File: config.mk
export PLATFORM = sky130hd
export DESIGN_NAME = mem_port_arbiter_flat
export DESIGN_NICKNAME = d
export VERILOG_FILES = /design/src/rtl/mem_port_arbiter_if.sv /design/src/rtl/mem_port_arbiter.sv /design/src/flat_wrapper.sv
export SDC_FILE = /design/constraint.sdc
export NUM_CORES = 1
export LEC_CHECK = 0
export ABC_AREA = 1
export CAP_MARGIN = 15
export CORE_AREA = 2 2 106 108
export DETAILED_ROUTE_END_ITERATION = 8
export DIE_AREA = 0 0 108 110
export DONT_BUFFER_PORTS = 1
export PLACE_DENSITY = 0.74
export SLEW_MARGIN = 0
export SYNTH_ARGS = -nofsm -noshare
export SYNTH_HDL_FRONTEND = slang
export SYNTH_SLANG_ARGS = --single-unit
File: constraint.sdc
create_clock -name clk -period 2.1 [get_ports clk]
set_input_delay 0.21 -clock clk [delete_from_list [all_inputs] [get_ports clk]]
set_output_delay 0.21 -clock clk [all_outputs]
set_load 0.01 [all_outputs]
File: src/rtl/mem_port_arbiter_if.sv
// Bundle of signals between the arbiter, the core (fetch and load/store
// requesters) and the single-ported unified memory.
// The slave modport is the arbiter's view. The master modport is the
// environment's view: the core and the memory together.
`timescale 1ns/1ps
interface mem_port_arbiter_if;
  // instruction-fetch requester
  logic        if_req;
  logic [31:0] if_addr;
  logic        if_ack;
  logic [31:0] if_rdata;
  // load/store requester
  logic        d_req;
  logic        d_we;
  logic [31:0] d_addr;
  logic [31:0] d_wdata;
  logic [3:0]  d_wstrb;
  logic        d_ack;
  logic [31:0] d_rdata;
  // status back to the core
  logic        err;
  logic        core_stall;
  // memory port
  logic        mem_en;
  logic        mem_we;
  logic [31:0] mem_addr;
  logic [31:0] mem_wdata;
  logic [3:0]  mem_wstrb;
  logic [31:0] mem_rdata;
  logic        mem_ready;

  modport slave (
    input  if_req, if_addr, d_req, d_we, d_addr, d_wdata, d_wstrb,
    input  mem_rdata, mem_ready,
    output if_ack, if_rdata, d_ack, d_rdata, err, core_stall,
    output mem_en, mem_we, mem_addr, mem_wdata, mem_wstrb
  );

  modport master (
    output if_req, if_addr, d_req, d_we, d_addr, d_wdata, d_wstrb,
    output mem_rdata, mem_ready,
    input  if_ack, if_rdata, d_ack, d_rdata, err, core_stall,
    input  mem_en, mem_we, mem_addr, mem_wdata, mem_wstrb
  );
endinterface

File: src/rtl/mem_port_arbiter.sv
// Shares one single-ported memory between instruction fetch and load/store.
// Data wins when both ask, except that fetch is forced through after
// STARVE_MAX consecutive data grants. A watchdog aborts an access when the
// memory has not answered after TIMEOUT busy cycles, and returns err=1
// together with the ack.
`timescale 1ns/1ps
module mem_port_arbiter #(
  parameter int TIMEOUT    = 16,
  parameter int STARVE_MAX = 4
) (
  input  logic             clk,
  input  logic             rst,   // active low, synchronous
  mem_port_arbiter_if.slave bus
);

  localparam int WW = (TIMEOUT < 2) ? 1 : $clog2(TIMEOUT);
  localparam int SW = (STARVE_MAX < 1) ? 1 : $clog2(STARVE_MAX + 1);
  localparam logic [WW-1:0] TO_LAST  = WW'(TIMEOUT - 1);
  localparam logic [SW-1:0] STARVE_L = SW'(STARVE_MAX);

  typedef enum logic [1:0] {IDLE, BUSY_I, BUSY_D, RESP} state_e;

  state_e          state_q, state_d;
  logic [WW-1:0]   wait_cnt_q, wait_cnt_d;
  logic [SW-1:0]   starve_cnt_q, starve_cnt_d;
  logic            if_ack_q, if_ack_d;
  logic            d_ack_q, d_ack_d;
  logic            err_q, err_d;
  logic            mem_en_q, mem_en_d;
  logic            mem_we_q, mem_we_d;
  logic [31:0]     mem_addr_q, mem_addr_d;
  logic [31:0]     mem_wdata_q, mem_wdata_d;
  logic [3:0]      mem_wstrb_q, mem_wstrb_d;
  logic [31:0]     if_rdata_q, if_rdata_d;
  logic [31:0]     d_rdata_q, d_rdata_d;
  logic            timeout_hit;

  // The watchdog fires on the last allowed busy cycle; TIMEOUT=0 disables it.
  assign timeout_hit = (TIMEOUT != 0) && (wait_cnt_q == TO_LAST);

  // State and output registers; reset drops any access in flight silently.
  always_ff @(posedge clk) begin
    if (!rst) begin
      state_q      <= IDLE;
      wait_cnt_q   <= '0;
      starve_cnt_q <= '0;
      if_ack_q     <= 1'b0;
      d_ack_q      <= 1'b0;
      err_q        <= 1'b0;
      mem_en_q     <= 1'b0;
      mem_we_q     <= 1'b0;
      mem_addr_q   <= '0;
      mem_wdata_q  <= '0;
      mem_wstrb_q  <= '0;
      if_rdata_q   <= '0;
      d_rdata_q    <= '0;
    end else begin
      state_q      <= state_d;
      wait_cnt_q   <= wait_cnt_d;
      starve_cnt_q <= starve_cnt_d;
      if_ack_q     <= if_ack_d;
      d_ack_q      <= d_ack_d;
      err_q        <= err_d;
      mem_en_q     <= mem_en_d;
      mem_we_q     <= mem_we_d;
      mem_addr_q   <= mem_addr_d;
      mem_wdata_q  <= mem_wdata_d;
      mem_wstrb_q  <= mem_wstrb_d;
      if_rdata_q   <= if_rdata_d;
      d_rdata_q    <= d_rdata_d;
    end
  end

  // Next-state logic: arbitration in IDLE, completion/watchdog in BUSY,
  // a single ack cycle in RESP.
  always_comb begin
    state_d      = state_q;
    wait_cnt_d   = wait_cnt_q;
    starve_cnt_d = starve_cnt_q;
    if_ack_d     = 1'b0;
    d_ack_d      = 1'b0;
    err_d        = 1'b0;
    mem_en_d     = mem_en_q;
    mem_we_d     = mem_we_q;
    mem_addr_d   = mem_addr_q;
    mem_wdata_d  = mem_wdata_q;
    mem_wstrb_d  = mem_wstrb_q;
    if_rdata_d   = if_rdata_q;
    d_rdata_d    = d_rdata_q;

    case (state_q)
      IDLE: begin
        wait_cnt_d = '0;
        if (bus.d_req && (!bus.if_req || starve_cnt_q != STARVE_L)) begin
          // data grant; only counts as starvation when fetch is waiting
          if (bus.if_req) starve_cnt_d = starve_cnt_q + SW'(1);
          mem_en_d    = 1'b1;
          mem_we_d    = bus.d_we;
          mem_addr_d  = bus.d_addr;
          mem_wdata_d = bus.d_wdata;
          mem_wstrb_d = bus.d_wstrb;
          state_d     = BUSY_D;
        end else if (bus.if_req) begin
          starve_cnt_d = '0;
          mem_en_d     = 1'b1;
          mem_we_d     = 1'b0;
          mem_addr_d   = bus.if_addr;
          mem_wstrb_d  = 4'b0000;
          state_d      = BUSY_I;
        end
      end

      BUSY_I, BUSY_D: begin
        wait_cnt_d = wait_cnt_q + WW'(1);
        // mem_ready is checked first so a late answer beats the watchdog
        if (bus.mem_ready || timeout_hit) begin
          mem_en_d   = 1'b0;
          wait_cnt_d = '0;
          err_d      = !bus.mem_ready;
          state_d    = RESP;
          if (state_q == BUSY_I) begin
            if_ack_d   = 1'b1;
            if_rdata_d = bus.mem_ready ? bus.mem_rdata : 32'd0;
          end else begin
            d_ack_d = 1'b1;
            if (!bus.mem_ready)  d_rdata_d = 32'd0;
            else if (!mem_we_q)  d_rdata_d = bus.mem_rdata;
          end
        end
      end

      RESP: begin
        wait_cnt_d = '0;
        state_d    = IDLE;
      end

      default: state_d = IDLE;
    endcase
  end

  assign bus.if_ack     = if_ack_q;
  assign bus.d_ack      = d_ack_q;
  assign bus.err        = err_q;
  assign bus.if_rdata   = if_rdata_q;
  assign bus.d_rdata    = d_rdata_q;
  assign bus.mem_en     = mem_en_q;
  assign bus.mem_we     = mem_we_q;
  assign bus.mem_addr   = mem_addr_q;
  assign bus.mem_wdata  = mem_wdata_q;
  assign bus.mem_wstrb  = mem_wstrb_q;
  assign bus.core_stall = (bus.if_req & ~if_ack_q) | (bus.d_req & ~d_ack_q);

endmodule

File: src/flat_wrapper.sv
// flat-port wrapper written by rule: the top's interface ports become plain ports
module mem_port_arbiter_flat 
#(
  parameter int TIMEOUT    = 16,
  parameter int STARVE_MAX = 4
)
  (clk, rst, bus_if_req, bus_if_addr, bus_d_req, bus_d_we, bus_d_addr, bus_d_wdata, bus_d_wstrb, bus_mem_rdata, bus_mem_ready, bus_if_ack, bus_if_rdata, bus_d_ack, bus_d_rdata, bus_err, bus_core_stall, bus_mem_en, bus_mem_we, bus_mem_addr, bus_mem_wdata, bus_mem_wstrb);
  mem_port_arbiter_if bus_i ();
  input  logic clk;
  input  logic rst;
  input wire logic [$bits(bus_i.if_req)-1:0] bus_if_req;
  input wire logic [$bits(bus_i.if_addr)-1:0] bus_if_addr;
  input wire logic [$bits(bus_i.d_req)-1:0] bus_d_req;
  input wire logic [$bits(bus_i.d_we)-1:0] bus_d_we;
  input wire logic [$bits(bus_i.d_addr)-1:0] bus_d_addr;
  input wire logic [$bits(bus_i.d_wdata)-1:0] bus_d_wdata;
  input wire logic [$bits(bus_i.d_wstrb)-1:0] bus_d_wstrb;
  input wire logic [$bits(bus_i.mem_rdata)-1:0] bus_mem_rdata;
  input wire logic [$bits(bus_i.mem_ready)-1:0] bus_mem_ready;
  output wire logic [$bits(bus_i.if_ack)-1:0] bus_if_ack;
  output wire logic [$bits(bus_i.if_rdata)-1:0] bus_if_rdata;
  output wire logic [$bits(bus_i.d_ack)-1:0] bus_d_ack;
  output wire logic [$bits(bus_i.d_rdata)-1:0] bus_d_rdata;
  output wire logic [$bits(bus_i.err)-1:0] bus_err;
  output wire logic [$bits(bus_i.core_stall)-1:0] bus_core_stall;
  output wire logic [$bits(bus_i.mem_en)-1:0] bus_mem_en;
  output wire logic [$bits(bus_i.mem_we)-1:0] bus_mem_we;
  output wire logic [$bits(bus_i.mem_addr)-1:0] bus_mem_addr;
  output wire logic [$bits(bus_i.mem_wdata)-1:0] bus_mem_wdata;
  output wire logic [$bits(bus_i.mem_wstrb)-1:0] bus_mem_wstrb;
  assign bus_i.if_req = bus_if_req;
  assign bus_i.if_addr = bus_if_addr;
  assign bus_i.d_req = bus_d_req;
  assign bus_i.d_we = bus_d_we;
  assign bus_i.d_addr = bus_d_addr;
  assign bus_i.d_wdata = bus_d_wdata;
  assign bus_i.d_wstrb = bus_d_wstrb;
  assign bus_i.mem_rdata = bus_mem_rdata;
  assign bus_i.mem_ready = bus_mem_ready;
  assign bus_if_ack = bus_i.if_ack;
  assign bus_if_rdata = bus_i.if_rdata;
  assign bus_d_ack = bus_i.d_ack;
  assign bus_d_rdata = bus_i.d_rdata;
  assign bus_err = bus_i.err;
  assign bus_core_stall = bus_i.core_stall;
  assign bus_mem_en = bus_i.mem_en;
  assign bus_mem_we = bus_i.mem_we;
  assign bus_mem_addr = bus_i.mem_addr;
  assign bus_mem_wdata = bus_i.mem_wdata;
  assign bus_mem_wstrb = bus_i.mem_wstrb;
  mem_port_arbiter #(.TIMEOUT(TIMEOUT), .STARVE_MAX(STARVE_MAX)) u_core (.clk(clk), .rst(rst), .bus(bus_i));
endmodule
==> results.py <==
metrics = {
    "sta": {
        "setup_viol": 0,
        "fin_skew_ns": 0.00565,
        "fmax_mhz": 514,
        "min_period_ns": 1.95,
        "slew_violations": 0,
        "fin_setup_tns_ns": 0,
        "rsz0062_at_grt": "false",
        "worstMarginPinSlew_ns": 0.627,
        "hold_viol_final": 0,
        "period_share_pct": 92.7,
        "relSlewSlack_pct": 58.2,
    },
    "critical_path": {
        "path_max_fanout": 33,
        "worstSetupPathType": "reg -> reg",
        "path_cells": "inv_1 > ha_1 > nand3_2 > buf_6 > nand3_1 > nand2_1 > nor2_1 > nor2_1 > dlygate4sd3_1",
        "setup.worst_path.end": "u_core.state_q[1]",
        "critical_path_buf_inv_count": 3,
        "slowest_stage": "dlygate4sd3_1",
        "crit_cells": 9,
        "rrSetupSlack_ns": 0.15,
        "slowest_delay_ns": 0.56,
        "setup.worst_path.start_class": "flop",
        "crit_path_frequent_cell": "nor2_1",
        "crit_start": "u_core.starve_cnt_q[0]",
        "reg2reg_from": "u_core.starve_cnt_q[0]",
        "r2r_cells": 9,
        "crit_family": "buffers and inverters",
        "crit_required_ns": 2.58,
        "cp.arrival_ns": 2.42,
        "timing.rr.end": "u_core.state_q[1]",
        "cp-end-kind": "flop",
    },
    "drt": {
        "wirelength_mm": 19.1,
        "vias_per_cell": 5.15,
        "dr_wl_met2_mm": 9.24,
        "drtAntennaViolNets": 0,
        "drt-wirelength-per-cell_um": 15.9,
        "wl_met3_mm": 2.13,
        "vias": 6179,
        "routed.top_layer": "met4",
        "wl_met1_mm": 6.86,
        "firstDrtPassIters": 5,
        "remaining_drc_errors": 0,
        "drtIter0Drc": 554,
    },
    "floorplan": {
        "fp-row-count": 38,
        "fp.dieH_um": 110,
        "die-area_mm2": 0.0119,
        "coreArea_mm2": 0.0107,
        "ios": 276,
        "die_w_um": 108,
        "start_util_pct": 58.3,
    },
    "clock_tree": {
        "cts_max_level": 4,
        "root_buffer": "clkbuf_8",
        "clkSlewWorstSetupHoldPaths_ns": 0.06,
        "cts.sinks": 146,
        "cts_buffers": 17,
        "cts_setup_buffers": 0,
        "cts_buffer_depth": 2,
        "cts_tree": "built",
        "clk-insertion-delay-late_ns": 0.54,
    },
    "grt": {
        "grt_usage_pct": 32.1,
        "grt_max_degree": 65,
        "grt_first_pass_wirelength_mm": 29.6,
        "grt-ovfl-total": 0,
        "antenna_found_initial": 0,
        "grt_pass1_vias": 5963,
    },
    "synthesis": {
        "synthTopCellsByArea": "dfxtp_1 (47%), nand2_1 (19%), nor2_1 (8.6%), inv_1 (6.6%), nand3_1 (6.2%)",
        "synth-edff-count": 0,
        "synth_area_leader_cell": "dfxtp_1",
        "synth_cell_types": 21,
        "ys_ff_latch": 146,
        "synth.top_cell.area_share_pct": 46.9,
        "synth_most_common_cell": "nand2_1",
        "avgSynthCellArea_um2": 6.68,
        "synth_fp_nets": 1078,
        "async_flop_share_pct": 0,
        "yosysSeqAreaShare_pct": 46.9,
        "postSynthCellCount": 933,
        "ys.flop_type": "dfxtp_1",
        "yosys_warnings": 0,
        "synth_common_cells": "nand2_1 (312), dfxtp_1 (146), nor2_1 (142), inv_1 (109), nand3_1 (77)",
        "syn-cell-area_mm2": 0.00623,
    },
    "power": {
        "ir_worst_vdd_mv": 0.987,
        "p_per_area_mw_per_mm2": 1270,
        "leakagePower_uw": 0.00397,
    },
    "final_layout": {
        "layout.nets": 1192,
        "instances_no_fill": 1200,
        "diodes": 0,
        "layout-drive-gt1-share_pct": 4.81,
        "area_delta_synth_final_pct": 33.3,
        "fillCellCount": 733,
    },
    "run_status": {
        "outcome": "finished clean",
    },
    "placement": {
        "detailed_place_hpwl_mm": 10.4,
        "placed_cells": 1028,
        "io_buffers": 0,
        "gp_congestion": 0.751,
    },
    "run": {
        "drv_cap": 0,
    },
    "min_path": {
        "hold_path.class": "in -> reg",
    },
}
-- metrics by stage --
step	setup slack [ns]	power [uW]	cell area [um^2]	util [%]	hold slack [ns]
final	0.154	10600	8310	77.7	0.0198
after global routing	0.0255	11300	8310	77.7	0.0359
after CTS	0.0947	10500	8310	77.6	0.000406
after detailed placement	0.413	7040	6260	58.5	0.306
after global placement	0.434	6990	6260	58.5	0.302
after floorplan	0.581	6450	6230	-	0.345
-- worst min-delay path by stage --
stage / from / end / slack (ns) / cells after the start
after floorplan: bus_d_wdata[0] / u_core.bus.mem_wdata[0] / 0.34 / 2
after global placement: bus_mem_ready / u_core.bus.err / 0.30 / 1
after detailed placement: bus_mem_ready / u_core.bus.err / 0.31 / 1
after CTS: bus_if_req / u_core.bus.mem_en / 0.0004 / 5
after global routing: bus_if_req / u_core.bus.mem_en / 0.04 / 5
final: bus_if_req / u_core.bus.mem_en / 0.02 / 5
-- sequential cells by signal, indices dropped and copies added, names as in the netlist --
signal and cells:
u_core.bus.if_rdata 32, u_core.bus.err 1, u_core.starve_cnt_q 3, u_core.bus.mem_we 1, u_core.bus.mem_wstrb 4, u_core.bus.d_ack 1, u_core.bus.mem_addr 32, u_core.wait_cnt_q 4
u_core.bus.if_ack 1, u_core.bus.d_rdata 32, u_core.bus.mem_en 1, u_core.state_q 2, u_core.bus.mem_wdata 32
-- cells in the final DEF, fill, tap and decap left out, types with 6 or more instances in the layout --
cell,n
a21oi_1,71
buf_12,6
buf_4,6
clkbuf_16,16
dfxtp_1,146
dlygate4sd3_1,137
ha_1,7
inv_1,108
nand2_1,312
nand3_1,77
nor2_1,142
-- layout make-up --
class / count / area [um^2] / area share (%)
timing repair buffer: 150 / 1550 / 18.6
tap: 140 / 175 / 2.11
multi-input combinational: 621 / 2630 / 31.6
clock inverter: 12 / 181 / 2.18
inverter: 111 / 418 / 5.03
clock buffer: 20 / 435 / 5.24
sequential: 146 / 2920 / 35.2
-- worst min-delay path: stages --
cell     delay, ns
inv_1         0.04
nand3_1       0.09
nand3_1       0.08
nand2_1       0.06
nor2_1        0.04
-- kinds of logic after synthesis --
kind of cell	Yosys count	synth area share, %
XOR/XNOR	3	0.422
AO/OA/AOI/OAI	75	6.10
buffers and inverters	166	10.9
AND/OR/NAND/NOR	536	34.2
adder cells (fa/ha/maj)	7	1.40
flip-flops	146	46.9
-- timing repair --
| action | CTS | global route |
|---|---|---|
| gates resized for setup | 0 | 1 |
| endpoints found under the hold margin | 146 | 0 |
| endpoints found under the setup margin | 0 | 1 |
| hold buffers | 140 | 0 |
-- per-layer routing --
layer | global-route usage [%] | vias up
li1 | - | 3051
met1 | 34.0 | 2698
met2 | 53.7 | 347
met3 | 14.1 | 83
met4 | 18.1 | 0
met5 | 0 | -
-- where the power goes --
| part | internal (uW) | switching (uW) |
|---|---|---|
| sequential | 3430 | 808 |
| combinational | 1130 | 2040 |
| clock | 1970 | 1190 |
Power figures use the tool's default switching activity.
